$ cat config.mk
export PLATFORM = sky130hd
export DESIGN_NAME = count_sequencer
export DESIGN_NICKNAME = d
export VERILOG_FILES = /design/src/rtl/count_seq_pkg.sv /design/src/rtl/seq_len_timer.sv /design/src/rtl/count_sequencer.sv
export SDC_FILE = /design/constraint.sdc
export NUM_CORES = 1
export LEC_CHECK = 0
export CAP_MARGIN = 20
export CORE_MARGIN = 3
export CORE_UTILIZATION = 54
export CTS_CLUSTER_SIZE = 20
export DETAILED_ROUTE_END_ITERATION = 7
export PLACE_DENSITY = 0.84
export SLEW_MARGIN = 10
export SYNTH_ARGS = -nofsm -noshare
export SYNTH_HDL_FRONTEND = slang
export SYNTH_SLANG_ARGS = --single-unit
export TNS_END_PERCENT = 10
$ cat constraint.sdc
create_clock -name Clock -period 5.2 [get_ports Clock]
set_clock_uncertainty 0.05 [all_clocks]
set_input_delay 1.56 -clock Clock [delete_from_list [all_inputs] [get_ports Clock]]
set_output_delay 1.56 -clock Clock [all_outputs]
set_load 0.02 [all_outputs]
$ cat src/rtl/count_seq_pkg.sv
// Shared types and default widths for the count sequencer and its phase timer.
package count_seq_pkg;

  localparam int LEN_W_DEF = 4;
  localparam int REP_W_DEF = 4;

  typedef enum logic [2:0] {
    IDLE  = 3'd0,
    RUN_A = 3'd1,
    SWAP1 = 3'd2,
    RUN_B = 3'd3,
    SWAP2 = 3'd4,
    DONE  = 3'd5
  } state_t;

endpackage

$ cat src/rtl/seq_len_timer.sv
// Loadable phase-length down-counter; o_tc flags the last counted cycle of a phase.
module seq_len_timer #(
  parameter int W = 4
) (
  input  logic         i_clk,
  input  logic         i_rst_n,
  input  logic         i_load,
  input  logic [W-1:0] i_len,
  input  logic         i_dec,
  output logic         o_tc
);

  logic [W-1:0] r_cnt;

  always_ff @(posedge i_clk or negedge i_rst_n) begin
    if (!i_rst_n) begin
      r_cnt <= '0;
    end else if (i_load) begin
      r_cnt <= i_len;
    end else if (i_dec && (r_cnt != '0)) begin
      r_cnt <= r_cnt - W'(1);
    end
  end

  // Terminal count at 1 so the phase ends after exactly i_len enabled cycles.
  assign o_tc = (r_cnt == W'(1));

endmodule

$ cat src/rtl/count_sequencer.sv
// Up/down counter sequencer: Reps round trips of UpLen enables, swap, DownLen enables, swap.
//
// state | meaning
// IDLE  | waiting for Start with nonzero Reps
// RUN_A | Enable high for the latched UpLen cycles
// SWAP1 | one-cycle Swap pulse between phases
// RUN_B | Enable high for the latched DownLen cycles
// SWAP2 | one-cycle Swap pulse, round trip finished, RepsLeft decrements
// DONE  | one-cycle Done pulse after the last round trip
module count_sequencer
  import count_seq_pkg::*;
#(
  parameter int LEN_W = LEN_W_DEF,
  parameter int REP_W = REP_W_DEF
) (
  input  logic             Clock,
  input  logic             ResetN,
  input  logic             Start,
  input  logic             Abort,
  input  logic [LEN_W-1:0] UpLen,
  input  logic [LEN_W-1:0] DownLen,
  input  logic [REP_W-1:0] Reps,
  output logic             Enable,
  output logic             Swap,
  output logic             Busy,
  output logic             Done,
  output logic [REP_W-1:0] RepsLeft
);

  state_t           r_state;
  state_t           w_next;
  logic [LEN_W-1:0] r_up;
  logic [LEN_W-1:0] r_dn;
  logic [REP_W-1:0] r_reps;
  logic [LEN_W-1:0] w_load_val;
  logic             w_load;
  logic             w_accept;
  logic             w_dec_reps;
  logic             w_tc;
  logic             w_abort;

  assign w_abort = Abort && (r_state != IDLE);

  always_comb begin
    w_next     = r_state;
    w_load     = 1'b0;
    w_load_val = r_up;
    w_accept   = 1'b0;
    w_dec_reps = 1'b0;
    case (r_state)
      IDLE: begin
        if (Start && (Reps != '0)) begin
          w_accept = 1'b1;
          // Latched copies are not valid yet, so load the timer straight from the inputs.
          if (UpLen != '0) begin
            w_next     = RUN_A;
            w_load     = 1'b1;
            w_load_val = UpLen;
          end else begin
            w_next = SWAP1;
          end
        end
      end
      RUN_A: if (w_tc) w_next = SWAP1;
      SWAP1: begin
        if (r_dn != '0) begin
          w_next     = RUN_B;
          w_load     = 1'b1;
          w_load_val = r_dn;
        end else begin
          w_next = SWAP2;
        end
      end
      RUN_B: if (w_tc) w_next = SWAP2;
      SWAP2: begin
        w_dec_reps = 1'b1;
        if (r_reps != REP_W'(1)) begin
          if (r_up != '0) begin
            w_next     = RUN_A;
            w_load     = 1'b1;
            w_load_val = r_up;
          end else begin
            w_next = SWAP1;
          end
        end else begin
          w_next = DONE;
        end
      end
      DONE:    w_next = IDLE;
      default: w_next = IDLE;
    endcase
    if (w_abort) begin
      w_next     = IDLE;
      w_load     = 1'b0;
      w_dec_reps = 1'b0;
    end
  end

  always_ff @(posedge Clock or negedge ResetN) begin
    if (!ResetN) begin
      r_state <= IDLE;
    end else begin
      r_state <= w_next;
    end
  end

  always_ff @(posedge Clock or negedge ResetN) begin
    if (!ResetN) begin
      r_up   <= '0;
      r_dn   <= '0;
      r_reps <= '0;
    end else if (w_accept) begin
      r_up   <= UpLen;
      r_dn   <= DownLen;
      r_reps <= Reps;
    end else if (w_dec_reps) begin
      r_reps <= r_reps - REP_W'(1);
    end
  end

  seq_len_timer #(.W(LEN_W)) u_timer (
    .i_clk   (Clock),
    .i_rst_n (ResetN),
    .i_load  (w_load),
    .i_len   (w_load_val),
    .i_dec   (Enable),
    .o_tc    (w_tc)
  );

  assign Enable   = (r_state == RUN_A) || (r_state == RUN_B);
  assign Swap     = (r_state == SWAP1) || (r_state == SWAP2);
  assign Busy     = (r_state != IDLE);
  assign Done     = (r_state == DONE);
  assign RepsLeft = r_reps;

endmodule

==> results of run 1 <==
worst max-delay path, stage by stage (launching register included):
cell	delay, ns
dfrtp_1	0.52
or2b_1	0.32
a21oi_1	0.16
clkdlybuf4s50_1	0.62
cell usage in the layout (no fill, tap or decap), types with 2 or more instances in the layout:
master	synthesis	final
nor3b_1	2	2
or3_1	2	2
nor2_1	12	12
nand2_1	5	5
a221o_1	3	3
clkbuf_4	0	3
a21oi_1	5	5
o32a_1	2	2
inv_1	8	8
a221oi_1	4	4
o21ai_0	8	8
ha_1	4	4
dfrtp_1	19	19
nor3_1	2	2
clkdlybuf4s50_1	0	23
nor4_1	4	4
mux2_2	10	10
a22oi_1	2	2
xnor2_1	2	2
nand2b_1	3	3
cells by family (layout without fill, tap and decap cells):
kind of cell	after synthesis	count (layout)	share of synthesized area, %
AO/OA/AOI/OAI	35	35	23.1
XOR/XNOR	3	3	2.17
adder cells (fa/ha/maj)	4	4	4.12
buffers and inverters	13	36	4.43
flip-flops	19	19	39.2
multiplexers	11	11	10.1
AND/OR/NAND/NOR	37	37	16.9
stage by stage:
step	instance area, um2	setup WS [ns]	hold slack, ns	std cells
after CTS	1490	1.66	0.495	172
after global routing	1490	1.58	0.514	172
after detailed placement	1460	1.74	0.470	168
after floorplan	1210	2.34	0.439	122
final	1490	1.67	0.500	172
after global placement	1460	1.78	0.457	168
area by class of cell:
cell class                 instances  area share, %
multi-input combinational         90           46.0
sequential                        19           31.9
timing repair buffer              24           16.0
tap                               27           2.27
inverter                           8           2.02
clock buffer                       3           1.51
clock inverter                     1          0.336
sequential cells by signal, summed over array words and instances, names as in the netlist:
name,count
u_timer.r_cnt,4
r_dn,4
r_up,4
RepsLeft,4
r_state,3
power by group through the flow:
stage / Combinational [uW] / Clock, uW / Sequential (uW)
CTS: 460 / 78.9 / 302
detailed placement: 457 / 0 / 306
global route: 513 / 82.9 / 316
finish: 461 / 75.2 / 306
floorplan: 334 / 0 / 290
global placement: 443 / 0 / 300
metal layers:
| metal | vias up | GRT usage (%) | part of all wire (%) |
|---|---|---|---|
| met2 | 41 | 39.8 | 50 |
| li1 | 507 | - | - |
| met4 | 0 | 7.66 | 2.3 |
| met5 | - | 0 | 0 |
| met3 | 10 | 3.38 | 4.9 |
| met1 | 488 | 29.0 | 43 |
path summary, 6_finish.rpt:
path,start,to,slack [ns],cells after the start
max in group asynchronous,ResetN,RepsLeft[3],2.90,1
min in group asynchronous,ResetN,r_up[0],1.68,1
max reg2reg,r_state[1],RepsLeft[0],3.17,5
min reg2reg,r_up[1],r_up[1],0.50,1
min,r_up[1],r_up[1],0.50,1
max,r_state[1],Swap,1.67,3
==> results.json, run 1 <==
{
  "cp-end-kind": "output port",
  "drive_gt1_share_pct": 13.8,
  "grt_pass1_wl_um": 4710,
  "synthDistinctLibCells": 40,
  "drt-total-wl_um": 2760,
  "htree_levels": 1,
  "root_buffer": "clkbuf_4",
  "ios": 24,
  "regArea_um2": 475,
  "p_clk_share_pct": 8.9,
  "synth-main-ff-cell": "dfrtp_1",
  "antenna_left": 0,
  "diodes": 0,
  "dr_total_vias": 1046,
  "clock_latency_ns": 0.30,
  "dieArea_mm2": 0.00285,
  "globalplace.congestion": 0.835,
  "start_kind": "register",
  "crit_path_max_fanout": 13,
  "hold_class": "reg2reg",
  "timing.final.crit_share_pct": 68.0,
  "power_frac_comb_pct": 54.7,
  "ys_warn_count": 0,
  "groute.usage.overall_pct": 23.0,
  "core-area_mm2": 0.00204,
  "vdd_ir_drop_max_mv": 0.352,
  "grt_overflow": 0,
  "drc": 0,
  "rows": 16,
  "crit_arrival_ns": 1.92,
  "required_ns": 3.59,
  "seq_area_frac_synth_pct": 39.2,
  "final.min_clock_period_ns": 3.53,
  "tritoncts": "built",
  "cts_sinks": 19,
  "syn_inst": 122,
  "seqPwrFrac_pct": 36.3,
  "initial_core_util_pct": 59.4,
  "drv_slew": 0,
  "post_cts_buffers": 0,
  "areaGrowthSynthToFinish_pct": 22.7,
  "grt_pass1_vias": 1083,
  "cts_buffer_depth": 2,
  "ys_ff_latch": 19,
  "power_switching_uw": 356,
  "die_y_um": 53.4,
  "multi_input_area_um2": 684,
  "clkSlewWorstSetupHoldPaths_ns": 0.11,
  "antenna_found_initial": 0,
  "wire_per_inst_um": 16.0,
  "fmax_mhz": 283,
  "grt_max_degree": 21,
  "synth_common_cells": "dfrtp_1, nor2_1, mux2_2",
  "p_int_uw": 486,
  "synthArstFlopShare_pct": 100,
  "yosysMostFrequentCell": "dfrtp_1",
  "yosys.area.top_type": "dfrtp_1",
  "cts_hold_buffers": 0,
  "fp.dieW_um": 53.4,
  "rsz0062_at_grt": "false",
  "status": "finished clean",
  "power_uw": 842,
  "dpl.hpwl_um": 2080,
  "syn_nets": 142,
  "max-slew-margin-rel_pct": 43.7,
  "cts_resized": 0,
  "netlist_area_mm2": 0.00121,
  "setup_viol": 0,
  "hold_violations": 0,
  "powerDensity_mw_per_mm2": 566,
  "cts_inserted_buffers": 3,
  "synth_top_area_share_pct": 39.2,
  "syn-mean-instance-area_um2": 9.95,
  "setup_tns_ns": 0,
  "ys_top_cells_by_area": "dfrtp_1, mux2_2, ha_1, nor2_1, o21ai_0",
  "final_util_pct": 72.9,
  "vias_per_cell": 6.08,
  "first_pass_iters": 4,
  "n_fill_cell": 160,
  "worst_pin_slew_ns": 0.842,
  "io_buffer_count": 23,
  "synth_edf_count": 0,
  "p_sw_share_pct": 42.2,
  "nets": 166,
  "drtIter0Drc": 36,
  "maxCapViolCount": 0,
  "cellLeakagePower_uw": 0.000596,
  "worstSetupPathType": "reg2out"
}
(Power assumes the default switching activity.)
==> run 2: changes to the inputs <==
- CORE_UTILIZATION: 54 -> 51
- PLACE_DENSITY: 0.84 -> 0.8
- clock period: 5.2 -> 3.4 ns (I/O delays scaled with it)
==> run 2 against run 1 <==
Against the previous run: worst setup slack lost 1.3 ns; sequential share of layout area shrank 0.34 points; sequential cell count is the same; routed wire length shrank 1.4%; global-route usage shrank 2.4 points; total power grew 55%; core utilization shrank 5.5 points; final cell count grew 1.7%; largest power group unchanged.
==> results.json, run 2 (synthesis results as in run 1) <==
{
  "diodes": 0,
  "p_int_uw": 756,
  "powerDensity_mw_per_mm2": 868,
  "clkSlewWorstSetupHoldPaths_ns": 0.11,
  "cellLeakagePower_uw": 0.000606,
  "antenna_left": 0,
  "first_pass_iters": 4,
  "cp-end-kind": "output port",
  "maxCapViolCount": 0,
  "start_kind": "register",
  "die_y_um": 54.8,
  "cts_resized": 0,
  "nets": 168,
  "final.min_clock_period_ns": 3.01,
  "required_ns": 2.33,
  "cts_hold_buffers": 0,
  "wire_per_inst_um": 15.5,
  "tritoncts": "built",
  "dieArea_mm2": 0.00300,
  "globalplace.congestion": 0.789,
  "htree_levels": 1,
  "max-slew-margin-rel_pct": 44.0,
  "io_buffer_count": 23,
  "vdd_ir_drop_max_mv": 0.537,
  "r2r_setup_slack_ns": 1.37,
  "drive_gt1_share_pct": 15.0,
  "post_cts_buffers": 0,
  "hold_class": "reg2reg",
  "worst_pin_slew_ns": 0.837,
  "fp.dieW_um": 54.8,
  "place_ws_ns": 0.530,
  "hold_violations": 0,
  "setup_tns_ns": 0,
  "initial_core_util_pct": 54.3,
  "n_fill_cell": 186,
  "cts_sinks": 19,
  "grt_max_degree": 20,
  "layout_commonest_cell": "clkdlybuf4s50_1",
  "fmax_mhz": 332,
  "dpl.hpwl_um": 2070,
  "p_sw_share_pct": 42.1,
  "core-area_mm2": 0.00223,
  "antenna_found_initial": 0,
  "seqPwrFrac_pct": 35.7,
  "drtIter0Drc": 49,
  "cts_inserted_buffers": 3,
  "multi_input_area_um2": 684,
  "p_clk_share_pct": 8.7,
  "setup_viol": 0,
  "drv_slew": 0,
  "vias_per_cell": 6.12,
  "power_switching_uw": 550,
  "rsz0062_at_grt": "false",
  "ios": 24,
  "groute.usage.overall_pct": 20.7,
  "dr_total_vias": 1071,
  "timing.final.crit_share_pct": 88.6,
  "crit_path_max_fanout": 13,
  "areaGrowthSynthToFinish_pct": 24.0,
  "drt-total-wl_um": 2720,
  "crit_arrival_ns": 1.94,
  "worst_slack_ns": 0.388,
  "grt_pass1_vias": 951,
  "final_cell_mix": "clkdlybuf4s50_1, dfrtp_1, nor2_1",
  "grt_pass1_wl_um": 4400,
  "power_frac_comb_pct": 55.6,
  "drc": 0,
  "regArea_um2": 475,
  "worstSetupPathType": "reg2out",
  "grt_overflow": 0,
  "cts_buffer_depth": 2,
  "clock_latency_ns": 0.29,
  "root_buffer": "clkbuf_4",
  "rows": 17,
  "status": "finished clean"
}
==> run 2: power groups by stage <==
stage	logic [uW]	registers (uW)	clock network, uW
after global placement	696	459	0
final	726	467	113
after CTS	727	462	117
after detailed placement	721	467	0
after global routing	790	485	127
after floorplan	511	443	0
==> run 2: path summary, 6_finish.rpt <==
path,cells past startpoint,from,to
setup / recovery,3,r_state[1],Swap
hold / removal,1,r_dn[1],r_dn[1]
setup reg to reg,4,r_state[1],u_timer.r_cnt[1]
hold reg to reg,1,r_dn[1],r_dn[1]
max in group asynchronous,1,ResetN,r_up[1]
min in group asynchronous,1,ResetN,r_state[0]
==> run 2: layout make-up <==
class,instances,share of cell area (%)
sequential,19,31.6
multi-input combinational,90,45.5
timing repair buffer,26,16.8
inverter,8,2.00
tap,28,2.33
clock buffer,3,1.50
clock inverter,1,0.333
==> run 2: routing by layer <==
layer | vias up | GRT usage, % | routed length, um
met2 | 51 | 32.5 | 1290
met4 | 0 | 7.88 | 29
met3 | 4 | 1.63 | 191
met1 | 503 | 29.3 | 1200
li1 | 513 | - | -
met5 | - | 0 | 0
==> run 2: critical path: stages (launching register included) <==
cell and delay, ns:
dfrtp_1 0.53, or2b_1 0.33, a21oi_1 0.17, clkdlybuf4s50_1 0.62
==> run 2: stage by stage <==
stage / total power, uW / std cells / hold WS, ns / utilization [%] / cell area [um2]
2_1_floorplan: 954 / 122 / 0.439 / - / 1210
3_3_place_gp: 1160 / 171 / 0.462 / 66.2 / 1480
3_5_place_dp: 1190 / 171 / 0.480 / 66.2 / 1480
4_1_cts: 1310 / 175 / 0.505 / 67.4 / 1510
5_1_grt: 1400 / 175 / 0.516 / 67.4 / 1510
6_report: 1310 / 175 / 0.512 / 67.4 / 1510
